[src/rtl/pipe_pkg.sv]
// Shared types and constants for the pipeline control/address register chain.
package pipe_pkg;

    localparam int unsigned DATA_W = 32;
    localparam int unsigned REG_AW = 6;

    // Decode-stage control bundle carried into E.
    typedef struct packed {
        logic RegWrite;
        logic MemToReg;
        logic MemWrite;
        logic PCSrc;
        logic Branch;
    } ctrl_t;

    localparam ctrl_t CTRL_BUBBLE = '0;
    localparam int unsigned CTRL_W = $bits(ctrl_t);

    // Control bundle carried into M (branch already resolved in E).
    typedef struct packed {
        logic RegWrite;
        logic MemToReg;
        logic MemWrite;
        logic PCSrc;
    } memCtrl_t;

    localparam int unsigned MEM_CTRL_W = $bits(memCtrl_t);

    // Control bundle carried into W (memory write already performed in M).
    typedef struct packed {
        logic RegWrite;
        logic MemToReg;
        logic PCSrc;
    } wbCtrl_t;

    localparam int unsigned WB_CTRL_W = $bits(wbCtrl_t);

    // Suppress architectural side effects of an instruction whose condition failed.
    function automatic memCtrl_t gateCtrl(input memCtrl_t c, input logic condEx);
        memCtrl_t g;
        g.RegWrite = c.RegWrite & condEx;
        g.MemToReg = c.MemToReg;
        g.MemWrite = c.MemWrite & condEx;
        g.PCSrc    = c.PCSrc & condEx;
        return g;
    endfunction

endpackage

[src/rtl/pipe_stage_reg.sv]
// Generic pipeline boundary register: sync reset, clear (bubble) beats enable.
module pipe_stage_reg #(
    parameter int unsigned W = 1,
    parameter logic [W-1:0] CLR_VAL = '0
) (
    input  logic         CLK,
    input  logic         reset,
    input  logic         en,
    input  logic         clr,
    input  logic [W-1:0] d,
    output logic [W-1:0] q
);

    // Priority: reset, then clear to bubble, then load when enabled.
    always_ff @(posedge CLK) begin
        if (reset) begin
            q <= '0;
        end else if (clr) begin
            q <= CLR_VAL;
        end else if (en) begin
            q <= d;
        end
    end

endmodule

[src/rtl/pipe_ctrl_regs.sv]
// F/D, D/E, E/M and M/W control/address registers feeding the hazard unit.
module pipe_ctrl_regs #(
    parameter int unsigned DATA_W = 32,
    parameter int unsigned REG_AW = 6
) (
    input  logic              CLK,
    input  logic              reset,
    input  logic              StallD,
    input  logic              FlushD,
    input  logic              FlushE,
    input  logic [DATA_W-1:0] InstrF,
    input  logic [DATA_W-1:0] PCPlus4F,
    output logic [DATA_W-1:0] InstrD,
    output logic [DATA_W-1:0] PCPlus4D,
    input  logic              RegWriteD,
    input  logic              MemToRegD,
    input  logic              MemWriteD,
    input  logic              PCSrcD,
    input  logic              BranchD,
    input  logic [REG_AW-1:0] RA1D,
    input  logic [REG_AW-1:0] RA2D,
    input  logic [REG_AW-1:0] WA3D,
    input  logic              CondExE,
    output logic [REG_AW-1:0] RA1E,
    output logic [REG_AW-1:0] RA2E,
    output logic [REG_AW-1:0] WA3E,
    output logic              RegWriteE,
    output logic              MemToRegE,
    output logic              MemWriteE,
    output logic              PCSrcE,
    output logic              BranchE,
    output logic              BranchTakenE,
    output logic              RegWriteM,
    output logic              MemToRegM,
    output logic              MemWriteM,
    output logic              PCSrcM,
    output logic [REG_AW-1:0] WA3M,
    output logic              RegWriteW,
    output logic              MemToRegW,
    output logic              PCSrcW,
    output logic [REG_AW-1:0] WA3W,
    output logic              ValidE,
    output logic              ValidM,
    output logic              ValidW
);

    import pipe_pkg::*;

    localparam int unsigned FD_W = 2 * DATA_W + 1;
    localparam int unsigned DE_W = CTRL_W + 3 * REG_AW + 1;
    localparam int unsigned EM_W = MEM_CTRL_W + REG_AW + 1;
    localparam int unsigned MW_W = WB_CTRL_W + REG_AW + 1;
    localparam logic [DE_W-1:0] DE_BUBBLE = {CTRL_BUBBLE, (DE_W - CTRL_W)'(0)};

    logic              validD;
    ctrl_t             ctrlD;
    ctrl_t             ctrlE;
    memCtrl_t          ctrlEm;
    memCtrl_t          ctrlM;
    wbCtrl_t           ctrlW;
    logic [FD_W-1:0]   fdD;
    logic [FD_W-1:0]   fdQ;
    logic [DE_W-1:0]   deD;
    logic [DE_W-1:0]   deQ;
    logic [EM_W-1:0]   emD;
    logic [EM_W-1:0]   emQ;
    logic [MW_W-1:0]   mwD;
    logic [MW_W-1:0]   mwQ;

    // F/D: fetch payload, held on StallD, bubbled on FlushD.
    assign fdD = {InstrF, PCPlus4F, 1'b1};

    pipe_stage_reg #(.W(FD_W)) uFd (
        .CLK   (CLK),
        .reset (reset),
        .en    (!StallD),
        .clr   (FlushD),
        .d     (fdD),
        .q     (fdQ)
    );

    assign {InstrD, PCPlus4D, validD} = fdQ;

    // D/E: decoder controls and register addresses, bubbled on FlushE.
    assign ctrlD = '{RegWrite: RegWriteD, MemToReg: MemToRegD, MemWrite: MemWriteD,
                     PCSrc: PCSrcD, Branch: BranchD};
    assign deD   = {ctrlD, RA1D, RA2D, WA3D, validD};

    pipe_stage_reg #(.W(DE_W), .CLR_VAL(DE_BUBBLE)) uDe (
        .CLK   (CLK),
        .reset (reset),
        .en    (1'b1),
        .clr   (FlushE),
        .d     (deD),
        .q     (deQ)
    );

    assign {ctrlE, RA1E, RA2E, WA3E, ValidE} = deQ;
    assign RegWriteE    = ctrlE.RegWrite;
    assign MemToRegE    = ctrlE.MemToReg;
    assign MemWriteE    = ctrlE.MemWrite;
    assign PCSrcE       = ctrlE.PCSrc;
    assign BranchE      = ctrlE.Branch;
    assign BranchTakenE = ctrlE.Branch & CondExE;

    // E/M: side-effect controls gated by the condition check.
    assign ctrlEm = '{RegWrite: ctrlE.RegWrite, MemToReg: ctrlE.MemToReg,
                      MemWrite: ctrlE.MemWrite, PCSrc: ctrlE.PCSrc};
    assign emD    = {gateCtrl(ctrlEm, CondExE), WA3E, ValidE};

    pipe_stage_reg #(.W(EM_W)) uEm (
        .CLK   (CLK),
        .reset (reset),
        .en    (1'b1),
        .clr   (1'b0),
        .d     (emD),
        .q     (emQ)
    );

    assign {ctrlM, WA3M, ValidM} = emQ;
    assign RegWriteM = ctrlM.RegWrite;
    assign MemToRegM = ctrlM.MemToReg;
    assign MemWriteM = ctrlM.MemWrite;
    assign PCSrcM    = ctrlM.PCSrc;

    // M/W: writeback controls straight through.
    assign mwD = {ctrlM.RegWrite, ctrlM.MemToReg, ctrlM.PCSrc, WA3M, ValidM};

    pipe_stage_reg #(.W(MW_W)) uMw (
        .CLK   (CLK),
        .reset (reset),
        .en    (1'b1),
        .clr   (1'b0),
        .d     (mwD),
        .q     (mwQ)
    );

    assign {ctrlW, WA3W, ValidW} = mwQ;
    assign RegWriteW = ctrlW.RegWrite;
    assign MemToRegW = ctrlW.MemToReg;
    assign PCSrcW    = ctrlW.PCSrc;

endmodule

[config.mk]
export PLATFORM = sky130hd
export DESIGN_NAME = pipe_ctrl_regs
export DESIGN_NICKNAME = d
export VERILOG_FILES = /design/src/rtl/pipe_pkg.sv /design/src/rtl/pipe_stage_reg.sv /design/src/rtl/pipe_ctrl_regs.sv
export SDC_FILE = /design/constraint.sdc
export NUM_CORES = 1
export LEC_CHECK = 0
export ABC_AREA = 1
export CAP_MARGIN = 20
export CORE_UTILIZATION = 38
export CTS_BUF_LIST = sky130_fd_sc_hd__clkbuf_16
export DETAILED_ROUTE_END_ITERATION = 6
export GPL_ROUTABILITY_DRIVEN = 0
export PLACE_DENSITY_LB_ADDON = 0.3
export SLEW_MARGIN = 20
export SYNTH_ARGS = -nofsm -noshare
export SYNTH_HDL_FRONTEND = slang
export SYNTH_SLANG_ARGS = --single-unit
[constraint.sdc]
create_clock -name CLK -period 0.8 [get_ports CLK]
set_clock_uncertainty 0.1 [all_clocks]
set_input_delay 0.12 -clock CLK [delete_from_list [all_inputs] [get_ports CLK]]
set_output_delay 0.12 -clock CLK [all_outputs]
set_load 0.02 [all_outputs]
==> reports/results.txt <==
Pwr per Cell Area - 1730 nW/um2
I/O pins - 203
Placement Rows - 39
vias in the first global route - 3775
crit path from - uDe.q[19]$_SDFF_PP0_
Chip Height - 110 um
commonest non-fill, non-tap cell in the layout - nor2_1
largest net degree at the start of global routing - 39
detailed-route via count - 3774
post-layout net count - 863
R2R Setup Slk - -0.05 ns
slowest CP cell - dfxtp_2
Final Hold Viols - 0
CTS Buffer Depth - 2
Top delay family on crit path - flip-flops
Final ANT Viol Nets - 0
first-pass GRT wire length - 17.6 mm
Die Wd - 110 um
crit path buf inv count - 2
antenna cell count - 0
Worst IR Drop VDD - 1.16 mV
run status - finished, violations left
commonest cells after routing, fill and taps aside - nor2_1, nand2_1, buf_6
drt wl/cell - 11.7 um
P_leak - 0.00331 uW
cell count after synthesis - 622
total CTS buffers - 9
Reg clk slew, reported paths - 0.07 ns
PortBufs - 202
Yosys cell types - 10
min-delay src - StallD
synthesized area - 4470 um2
crit path DAT - 0.92 ns
minimum clock period - 1.14 ns
GRT overflow - 0
vias per cell - 4.11
unrepaired setup endpoints after global routing - true
Final WS setup - -0.345 ns
Clk Latency, worst-skew pair - 0.34 ns
crit-path cells - buf_4 > buf_6
Initial Utilization - 39.1%
FF+latch count, synth - 110
Critical Path RT - 0.58 ns
H-Tree Depth - 3
CTS Hold Bufs - 0
syn_nets - 715
Final Max Slew Viols - 0
Util after Layout - 61.3%
clock root cell - clkbuf_16
die area - 12200 um2
Max transition margin - 86.7%
failing checks - negative setup slack
R2R Path Start - uFd.q[18]$_SDFFE_PP0N_
type of origin of the critical path - flip-flop
initial DRC count - 193
1st-pass router iterations - 4
final setup fails - 117
CP Capture Type - output pin
f_max - 873 MHz
HP Class - in -> reg
Placeable Area - 11400 um2
share of cells above drive strength 1 - 37.5%
max-cap check violation count - 0
crit path max fanout - 2
drt drc - 0
Total GRT Usage - 18.0%
Avg Synthesized Cell Area - 7.18 um2
dpl ws - -0.736 ns
CP Class - reg -> out
placed wire-length estimate - 7.00 mm
synth-to-layout area growth - 56.7%
Ys Warns - 0
Sink Count - 110
Final period util - 143%
WL final - 10.7 mm
initial antenna violation count - 0
setup TNS - -23.26 ns
CP max stage delay - 0.34 ns
sequential fraction of the synthesis area - 49.3%
Pwr Total - 12100 uW
measured slew at the worst slew-check pin - 0.200 ns
CTS tree - done
## worst min-delay path, cell delays in order
cell     delay, ns
buf_4         0.15
nand2_1       0.07
nand2_1       0.06
nor2_2        0.03
## cells in the mapped netlist
cell type / count / share of area [%]
nor2_1: 174 / 15
nand2_1: 133 / 11
dfxtp_1: 110 / 49
inv_1: 107 / 9.0
buf_4: 71 / 12
buf_2: 15 / 1.7
buf_6: 7 / 1.8
clkbuf_1: 3 / 0.25
and2_1: 1 / 0.14
or2_1: 1 / 0.14
## state kept, by name, indices dropped and copies added (netlist names)
name   cells
uFd.q     65
uEm.q     11
uDe.q     24
uMw.q     10
## cells by family after synthesis
| kind of cell | after synthesis | share of synthesized area [%] |
|---|---|---|
| DFF | 110 | 49.3 |
| and+or+nand+nor | 309 | 26.1 |
| buffers and inverters | 203 | 24.6 |
## routing by layer
metal | wire [um] | GRT usage, % | part of all wire, %
met1 | 4220 | 19.5 | 39
met2 | 5220 | 31.1 | 49
met3 | 1170 | 7.74 | 11
met4 | 127 | 6.49 | 1.2
met5 | 0 | 0 | 0
## area by class of cell
cell class / instances / area, um2
repair buffers: 233 / 2590
multi-input cells: 309 / 1200
clock buffers: 9 / 225
inverters: 107 / 402
well taps: 143 / 179
flip-flops and latches: 110 / 2340
fillers: 958 / 4420
clock inverters: 7 / 57.6
## worst paths after layout
check                                         endpoint  cells past startpoint
worst max-delay path                           BranchE                      2
worst min-delay path            uFd.q[30]$_SDFFE_PP0N_                      4
worst max register to register  uFd.q[18]$_SDFFE_PP0N_                      5
worst min register to register     uEm.q[1]$_SDFF_PP0_                      2
## per-stage QoR
| step | hold slack [ns] | std cells | area, um2 |
|---|---|---|---|
| CTS | 0.00372 | 911 | 6900 |
| finish | 0.0309 | 918 | 7000 |
| detailed placement | 0.310 | 883 | 6130 |
| global route | 0.0612 | 918 | 7000 |
| floorplan | 0.0922 | 622 | 4480 |
| global placement | 0.306 | 883 | 6130 |
## power breakdown
part / leakage, uW / switching [uW] / internal (uW)
Clock: 0.000129 / 2070 / 2150
Sequential: 0.000946 / 138 / 5720
Combinational: 0.00224 / 887 / 1140
## timing repair
action                     in CTS  in global routing
pin swaps                       4                  9
gates resized for setup       791                 22
gates cloned                    6                  0
setup endpoints to repair     213                120
setup buffers                   6                  8
(Power assumes the default switching activity.)
